--- src/rtl/alu_operand_stage_if.sv ---
// Decode-to-ALU operand bus: ID handshake, register-file data, pipeline
// forwarding sources and the registered EX-side operands.
interface alu_operand_stage_if #(
   parameter int WIDTH = 32,
   parameter int IMM_W = 16,
   parameter int RA_W  = 5
);
   logic             id_valid;
   logic             id_ready;
   logic             flush;
   logic [RA_W-1:0]  rs;
   logic [RA_W-1:0]  rt;
   logic [WIDTH-1:0] read_d1;
   logic [WIDTH-1:0] read_d2;
   logic [IMM_W-1:0] imm;
   logic [1:0]       ALUsrc;

   logic             exmem_valid;
   logic             exmem_regwrite;
   logic             exmem_is_load;
   logic [RA_W-1:0]  exmem_rd;
   logic [WIDTH-1:0] exmem_data;
   logic             memwb_valid;
   logic             memwb_regwrite;
   logic [RA_W-1:0]  memwb_rd;
   logic [WIDTH-1:0] memwb_data;

   logic             ex_valid;
   logic             ex_ready;
   logic [WIDTH-1:0] ALUin1;
   logic [WIDTH-1:0] ALUin2;
   logic [WIDTH-1:0] store_data;

   modport master (
      output id_valid, flush, rs, rt, read_d1, read_d2, imm, ALUsrc,
      output exmem_valid, exmem_regwrite, exmem_is_load, exmem_rd, exmem_data,
      output memwb_valid, memwb_regwrite, memwb_rd, memwb_data,
      output ex_ready,
      input  id_ready, ex_valid, ALUin1, ALUin2, store_data
   );

   modport slave (
      input  id_valid, flush, rs, rt, read_d1, read_d2, imm, ALUsrc,
      input  exmem_valid, exmem_regwrite, exmem_is_load, exmem_rd, exmem_data,
      input  memwb_valid, memwb_regwrite, memwb_rd, memwb_data,
      input  ex_ready,
      output id_ready, ex_valid, ALUin1, ALUin2, store_data
   );
endinterface

--- src/rtl/alu_operand_stage.sv ---
// ID/EX operand-select register: forwarding, immediate extension, load-use stall.
// Forwarding and hazard detection are built only when ALU_OPERAND_FWD_EN is defined.
module alu_operand_stage #(
   parameter int WIDTH = 32,
   parameter int IMM_W = 16,
   parameter int RA_W  = 5
) (
   input  logic             clk,
   input  logic             rst_n,
   alu_operand_stage_if.slave bus
);

   typedef enum logic {
      S_EMPTY = 1'b0,
      S_FULL  = 1'b1
   } state_t;

   state_t           r_state;
   state_t           w_state_nxt;
   logic             w_load_en;
   logic             w_hazard;
   logic [WIDTH-1:0] w_fwd_a;
   logic [WIDTH-1:0] w_fwd_b;
   logic [WIDTH-1:0] w_imm_sext;
   logic [WIDTH-1:0] w_imm_zext;
   logic [WIDTH-1:0] w_imm_upper;
   logic [WIDTH-1:0] w_opb;
   logic [WIDTH-1:0] r_alu_a;
   logic [WIDTH-1:0] r_alu_b;
   logic [WIDTH-1:0] r_store;

`ifdef ALU_OPERAND_FWD_EN
   logic w_exmem_fwd_ok;
   logic w_memwb_fwd_ok;

   // A load in EX/MEM has no data yet, so it is excluded from forwarding
   assign w_exmem_fwd_ok = bus.exmem_valid & bus.exmem_regwrite & ~bus.exmem_is_load;
   assign w_memwb_fwd_ok = bus.memwb_valid & bus.memwb_regwrite;

   always_comb begin
      w_fwd_a = bus.read_d1;
      if (bus.rs != '0) begin
         if (w_exmem_fwd_ok && (bus.exmem_rd == bus.rs))
            w_fwd_a = bus.exmem_data;
         else if (w_memwb_fwd_ok && (bus.memwb_rd == bus.rs))
            w_fwd_a = bus.memwb_data;
      end
   end

   always_comb begin
      w_fwd_b = bus.read_d2;
      if (bus.rt != '0) begin
         if (w_exmem_fwd_ok && (bus.exmem_rd == bus.rt))
            w_fwd_b = bus.exmem_data;
         else if (w_memwb_fwd_ok && (bus.memwb_rd == bus.rt))
            w_fwd_b = bus.memwb_data;
      end
   end

   assign w_hazard = bus.id_valid & bus.exmem_valid & bus.exmem_regwrite &
                     bus.exmem_is_load & (bus.exmem_rd != '0) &
                     ((bus.exmem_rd == bus.rs) | (bus.exmem_rd == bus.rt));
`else
   logic w_unused_fwd;

   assign w_fwd_a  = bus.read_d1;
   assign w_fwd_b  = bus.read_d2;
   assign w_hazard = 1'b0;
   assign w_unused_fwd = ^{bus.exmem_valid, bus.exmem_regwrite, bus.exmem_is_load,
                           bus.exmem_rd, bus.exmem_data, bus.memwb_valid,
                           bus.memwb_regwrite, bus.memwb_rd, bus.memwb_data};
`endif

   // Size casts avoid zero-width replications when WIDTH == IMM_W
   assign w_imm_sext  = WIDTH'($signed(bus.imm));
   assign w_imm_zext  = WIDTH'(bus.imm);
   assign w_imm_upper = w_imm_zext << (WIDTH - IMM_W);

   always_comb begin
      w_opb = w_fwd_b;
      unique case (bus.ALUsrc)
         2'd0:    w_opb = w_fwd_b;
         2'd1:    w_opb = w_imm_sext;
         2'd2:    w_opb = w_imm_zext;
         2'd3:    w_opb = w_imm_upper;
         default: w_opb = w_fwd_b;
      endcase
   end

   assign bus.id_ready = ((r_state == S_EMPTY) | bus.ex_ready) & ~w_hazard;
   assign bus.ex_valid = (r_state == S_FULL);

   always_ff @(posedge clk or negedge rst_n) begin
      if (!rst_n)
         r_state <= S_EMPTY;
      else
         r_state <= w_state_nxt;
   end

   // Flush outranks a same-cycle accept; a load while full is a pass-through
   always_comb begin
      w_state_nxt = r_state;
      w_load_en   = 1'b0;
      if (bus.flush) begin
         w_state_nxt = S_EMPTY;
      end else if (bus.id_valid && bus.id_ready) begin
         w_state_nxt = S_FULL;
         w_load_en   = 1'b1;
      end else if (bus.ex_ready && (r_state == S_FULL)) begin
         w_state_nxt = S_EMPTY;
      end
   end

   always_ff @(posedge clk or negedge rst_n) begin
      if (!rst_n) begin
         r_alu_a <= '0;
         r_alu_b <= '0;
         r_store <= '0;
      end else if (w_load_en) begin
         r_alu_a <= w_fwd_a;
         r_alu_b <= w_opb;
         r_store <= w_fwd_b;
      end
   end

   assign bus.ALUin1     = r_alu_a;
   assign bus.ALUin2     = r_alu_b;
   assign bus.store_data = r_store;

endmodule
--- src/flat_wrapper.sv ---
// flat-port wrapper written by rule: the top's interface ports become plain ports
module alu_operand_stage_flat 
#(
   parameter int WIDTH = 32,
   parameter int IMM_W = 16,
   parameter int RA_W  = 5
)
  (clk, rst_n, bus_id_valid, bus_flush, bus_rs, bus_rt, bus_read_d1, bus_read_d2, bus_imm, bus_ALUsrc, bus_exmem_valid, bus_exmem_regwrite, bus_exmem_is_load, bus_exmem_rd, bus_exmem_data, bus_memwb_valid, bus_memwb_regwrite, bus_memwb_rd, bus_memwb_data, bus_ex_ready, bus_id_ready, bus_ex_valid, bus_ALUin1, bus_ALUin2, bus_store_data);
  alu_operand_stage_if #(.WIDTH(WIDTH), .IMM_W(IMM_W), .RA_W(RA_W)) bus_i ();
  input  logic clk;
  input  logic rst_n;
  input wire logic [$bits(bus_i.id_valid)-1:0] bus_id_valid;
  input wire logic [$bits(bus_i.flush)-1:0] bus_flush;
  input wire logic [$bits(bus_i.rs)-1:0] bus_rs;
  input wire logic [$bits(bus_i.rt)-1:0] bus_rt;
  input wire logic [$bits(bus_i.read_d1)-1:0] bus_read_d1;
  input wire logic [$bits(bus_i.read_d2)-1:0] bus_read_d2;
  input wire logic [$bits(bus_i.imm)-1:0] bus_imm;
  input wire logic [$bits(bus_i.ALUsrc)-1:0] bus_ALUsrc;
  input wire logic [$bits(bus_i.exmem_valid)-1:0] bus_exmem_valid;
  input wire logic [$bits(bus_i.exmem_regwrite)-1:0] bus_exmem_regwrite;
  input wire logic [$bits(bus_i.exmem_is_load)-1:0] bus_exmem_is_load;
  input wire logic [$bits(bus_i.exmem_rd)-1:0] bus_exmem_rd;
  input wire logic [$bits(bus_i.exmem_data)-1:0] bus_exmem_data;
  input wire logic [$bits(bus_i.memwb_valid)-1:0] bus_memwb_valid;
  input wire logic [$bits(bus_i.memwb_regwrite)-1:0] bus_memwb_regwrite;
  input wire logic [$bits(bus_i.memwb_rd)-1:0] bus_memwb_rd;
  input wire logic [$bits(bus_i.memwb_data)-1:0] bus_memwb_data;
  input wire logic [$bits(bus_i.ex_ready)-1:0] bus_ex_ready;
  output wire logic [$bits(bus_i.id_ready)-1:0] bus_id_ready;
  output wire logic [$bits(bus_i.ex_valid)-1:0] bus_ex_valid;
  output wire logic [$bits(bus_i.ALUin1)-1:0] bus_ALUin1;
  output wire logic [$bits(bus_i.ALUin2)-1:0] bus_ALUin2;
  output wire logic [$bits(bus_i.store_data)-1:0] bus_store_data;
  assign bus_i.id_valid = bus_id_valid;
  assign bus_i.flush = bus_flush;
  assign bus_i.rs = bus_rs;
  assign bus_i.rt = bus_rt;
  assign bus_i.read_d1 = bus_read_d1;
  assign bus_i.read_d2 = bus_read_d2;
  assign bus_i.imm = bus_imm;
  assign bus_i.ALUsrc = bus_ALUsrc;
  assign bus_i.exmem_valid = bus_exmem_valid;
  assign bus_i.exmem_regwrite = bus_exmem_regwrite;
  assign bus_i.exmem_is_load = bus_exmem_is_load;
  assign bus_i.exmem_rd = bus_exmem_rd;
  assign bus_i.exmem_data = bus_exmem_data;
  assign bus_i.memwb_valid = bus_memwb_valid;
  assign bus_i.memwb_regwrite = bus_memwb_regwrite;
  assign bus_i.memwb_rd = bus_memwb_rd;
  assign bus_i.memwb_data = bus_memwb_data;
  assign bus_i.ex_ready = bus_ex_ready;
  assign bus_id_ready = bus_i.id_ready;
  assign bus_ex_valid = bus_i.ex_valid;
  assign bus_ALUin1 = bus_i.ALUin1;
  assign bus_ALUin2 = bus_i.ALUin2;
  assign bus_store_data = bus_i.store_data;
  alu_operand_stage #(.WIDTH(WIDTH), .IMM_W(IMM_W), .RA_W(RA_W)) u_core (.clk(clk), .rst_n(rst_n), .bus(bus_i));
endmodule
--- config.mk ---
export PLATFORM = sky130hd
export DESIGN_NAME = alu_operand_stage_flat
export DESIGN_NICKNAME = d
export VERILOG_FILES = /design/src/rtl/alu_operand_stage_if.sv /design/src/rtl/alu_operand_stage.sv /design/src/flat_wrapper.sv
export SDC_FILE = /design/constraint.sdc
export NUM_CORES = 1
export LEC_CHECK = 0
export ABC_AREA = 0
export BUFFER_PORTS_ARGS = -buffer_cell sky130_fd_sc_hd__buf_2
export CAP_MARGIN = 30
export CORE_UTILIZATION = 35
export DETAILED_ROUTE_END_ITERATION = 12
export GPL_TIMING_DRIVEN = 0
export PLACE_DENSITY = 0.68
export RECOVER_POWER = 25
export SYNTH_ARGS = -nofsm -noshare
export SYNTH_HDL_FRONTEND = slang
export SYNTH_SLANG_ARGS = --single-unit
--- constraint.sdc ---
create_clock -name clk -period 1.97 [get_ports clk]
set_input_delay 0 -clock clk [delete_from_list [all_inputs] [get_ports clk]]
set_output_delay 0 -clock clk [all_outputs]
set_load 0.02 [all_outputs]
==> metrics.cfg <==
[run_status]
status=complete, no violations

[worst_setup_path]
r2r_end=u_core.bus.ALUin2[13]$_DFFE_PN0P_
arrival_ps=1830
cp-start-kind=flip-flop
critPathRequiredTime_ps=2200
crit_path_end=u_core.bus.ALUin2[13]$_DFFE_PN0P_
r2r_cells=6
cpMostUsedCell=buf_6
crit_start=u_core.bus.ex_valid$_DFFE_PN0P_
slowest_stage=dfrtp_1
critPathCaptureType=flip-flop
rrSetupSlack_ps=360
crit_type=flip-flop to flip-flop
crit_chain=nand2b_4 > and2_4 > buf_6 > buf_6 > buf_6 > mux2_4
worst-path-stages=6
cp_top_family=buffers and inverters
max_stage_delay_ps=420
worstPathMaxFanout=10
worst_r2r_startpoint=u_core.bus.ex_valid$_DFFE_PN0P_
crit_buf_inv=3

[pwr]
clkPwrFrac=0.312
ir_worst_vdd_mv=0.444
p_int_uw=4240
power_frac_comb=0.274
swShare=0.306
p_seq_frac=0.414
p_leak_uw=0.00314
p_switching_uw=1870
power.density_mw_per_mm2=958

[clock_tree]
cts-root-buf=clkbuf_16
path_clk_slew_ps=70
cts.repair.resized=0
post_cts_buffers=0
cts_sinks=97
cts-buffers-inserted=9
clock_latency_ps=350
htreeDepth=3
holdBufCountCts=68
clock_path_buffers=2
cts_tree=yes

[synthesis]
yosys-top-cells-area=dfrtp_1 57%, mux2_2 15%, mux2_4 8.7%, mux2i_1 3.5%, o2bb2ai_1 3.1%
yosysWarningCount=0
synth_edf_count=0
syn_avg_cell_area_um2=14.9
synthCells=289
synth_top_area_share=0.565
synth-main-ff-cell=dfrtp_1
syn-num-nets=465
synth_seq_cells=97
seq_area_frac_synth=0.565
async_flop_share=1.00
netlist_area_mm2=0.00429
yosysMostFrequentCell=dfrtp_1
post-synth-top-area-cell=dfrtp_1
synth_common_cells=97 x dfrtp_1, 56 x mux2_2, 25 x mux2_4
ys_types=25

[grt]
antenna_found_initial=0
grt_max_degree=60
grt_pass1_wl_mm=19.1
grt_use_total=0.203
grt-ovfl-total=0
grt_pass1_vias=3609

[place]
dp.cells=619
dpl.hpwl_mm=8.54
io_buffer_count=182
pre_cts_ws_ps=376
gp_congestion=0.739

[floorplanning]
die_h_um=113
boundaryPins=274
initial_core_util=0.359
fp-row-count=40
die-area_mm2=0.0127
fp.dieW_um=113
core_mm2=0.0120

[hold_path]
hold_path_depth=3
hold_class=input pin to flip-flop

[sta]
setup_tns_ps=0
grt_setup_unrepaired=no
worstMarginPinSlew_ps=1030
period_share=0.815
slew_headroom=0.314
skew_ps=7.16
clock.fmax_mhz=623
hold_viol_final=0
slew_violations=0
whs_ps=29.7
finalSetupViolations=0
period_needed_ps=1610
layout_setup_ws_ps=364

[drt]
via_per_inst=4.88
antenna_left=0
drt_pass1_iterations=4
wl_per_cell_um=17.6
drt_iter0_drc=118
drc=0
vias=3434
detail_route.wirelength_mm=12.4

[finish]
syn_to_final_growth_pct=48.5
insertedDiodeCount=0
nets=727
drive_gt1_frac=0.482
final_cells=703

[run]
maxCapViolCount=0

-- layout by cell type, fill, tap and decap left out, types with 5 or more instances in the layout --
cell type,Yosys,layout
mux2i_1,15,15
o22a_1,14,14
mux2_2,56,56
dlygate4sd3_1,0,68
a21o_1,14,14
buf_6,5,5
dfrtp_1,97,97
clkbuf_16,0,9
o2bb2ai_1,15,15
and3_1,14,14
mux2_4,25,25
clkbuf_1,3,39
buf_2,14,160
-- power groups by stage --
| stage | clock network, uW | registers (uW) | logic (uW) |
|---|---|---|---|
| 3_3_place_gp | 0 | 2530 | 1580 |
| 6_report | 1910 | 2530 | 1670 |
| 5_1_grt | 2050 | 2570 | 1780 |
| 2_1_floorplan | 0 | 2980 | 537 |
| 4_1_cts | 1950 | 2520 | 1720 |
| 3_5_place_dp | 0 | 2550 | 1610 |
-- metrics by stage --
step / utilization / area, um2 / power (uW)
after floorplan: - / 4290 / 3510
after global placement: 0.451 / 5390 / 4110
after detailed placement: 0.453 / 5420 / 4160
after CTS: 0.537 / 6420 / 6190
after global routing: 0.533 / 6370 / 6400
final: 0.533 / 6370 / 6110
-- cell families after synthesis --
| group | synth area share |
|---|---|
| xor+xnor | 0.00204 |
| mux | 0.269 |
| compound gates | 0.0921 |
| buf+inv | 0.0347 |
| flops | 0.565 |
| simple gates | 0.0367 |
-- sequential cells by signal, indices dropped and copies added (netlist names) --
| name | count |
|---|---|
| u_core.bus.ALUin1 | 32 |
| u_core.bus.ALUin2 | 32 |
| u_core.bus.store_data | 32 |
| u_core.bus.ex_valid | 1 |
-- tightest hold or removal path: stages --
cell	delay, ps
buf_2	100
o2bb2ai_1	110
mux2_2	140
-- metal layers --
metal / GRT usage / wire length, um
met1: 0.254 / 5470
met2: 0.332 / 5840
met3: 0.0664 / 817
met4: 0.0658 / 269
met5: 0 / 0
-- final cells by class --
cell class,instances,area (um2)
Clock buffer,11,243
Clock inverter,5,78.8
Buffer,23,145
Multi-Input combinational cell,168,1720
Tap cell,147,184
Timing Repair Buffer,251,1580
Fill cell,1023,5590
Sequential cell,97,2430
Inverter,1,3.75
-- how the worst min path moves through the flow --
stage                     start                                end
floorplan                 rst_n   u_core.bus.ALUin1[0]$_DFFE_PN0P_
global placement      bus_flush    u_core.bus.ex_valid$_DFFE_PN0P_
detailed placement        rst_n  u_core.bus.ALUin1[23]$_DFFE_PN0P_
CTS                 bus_imm[12]  u_core.bus.ALUin2[12]$_DFFE_PN0P_
global route        bus_imm[11]  u_core.bus.ALUin2[11]$_DFFE_PN0P_
finish               bus_imm[4]   u_core.bus.ALUin2[4]$_DFFE_PN0P_
(Power assumes the default switching activity.)
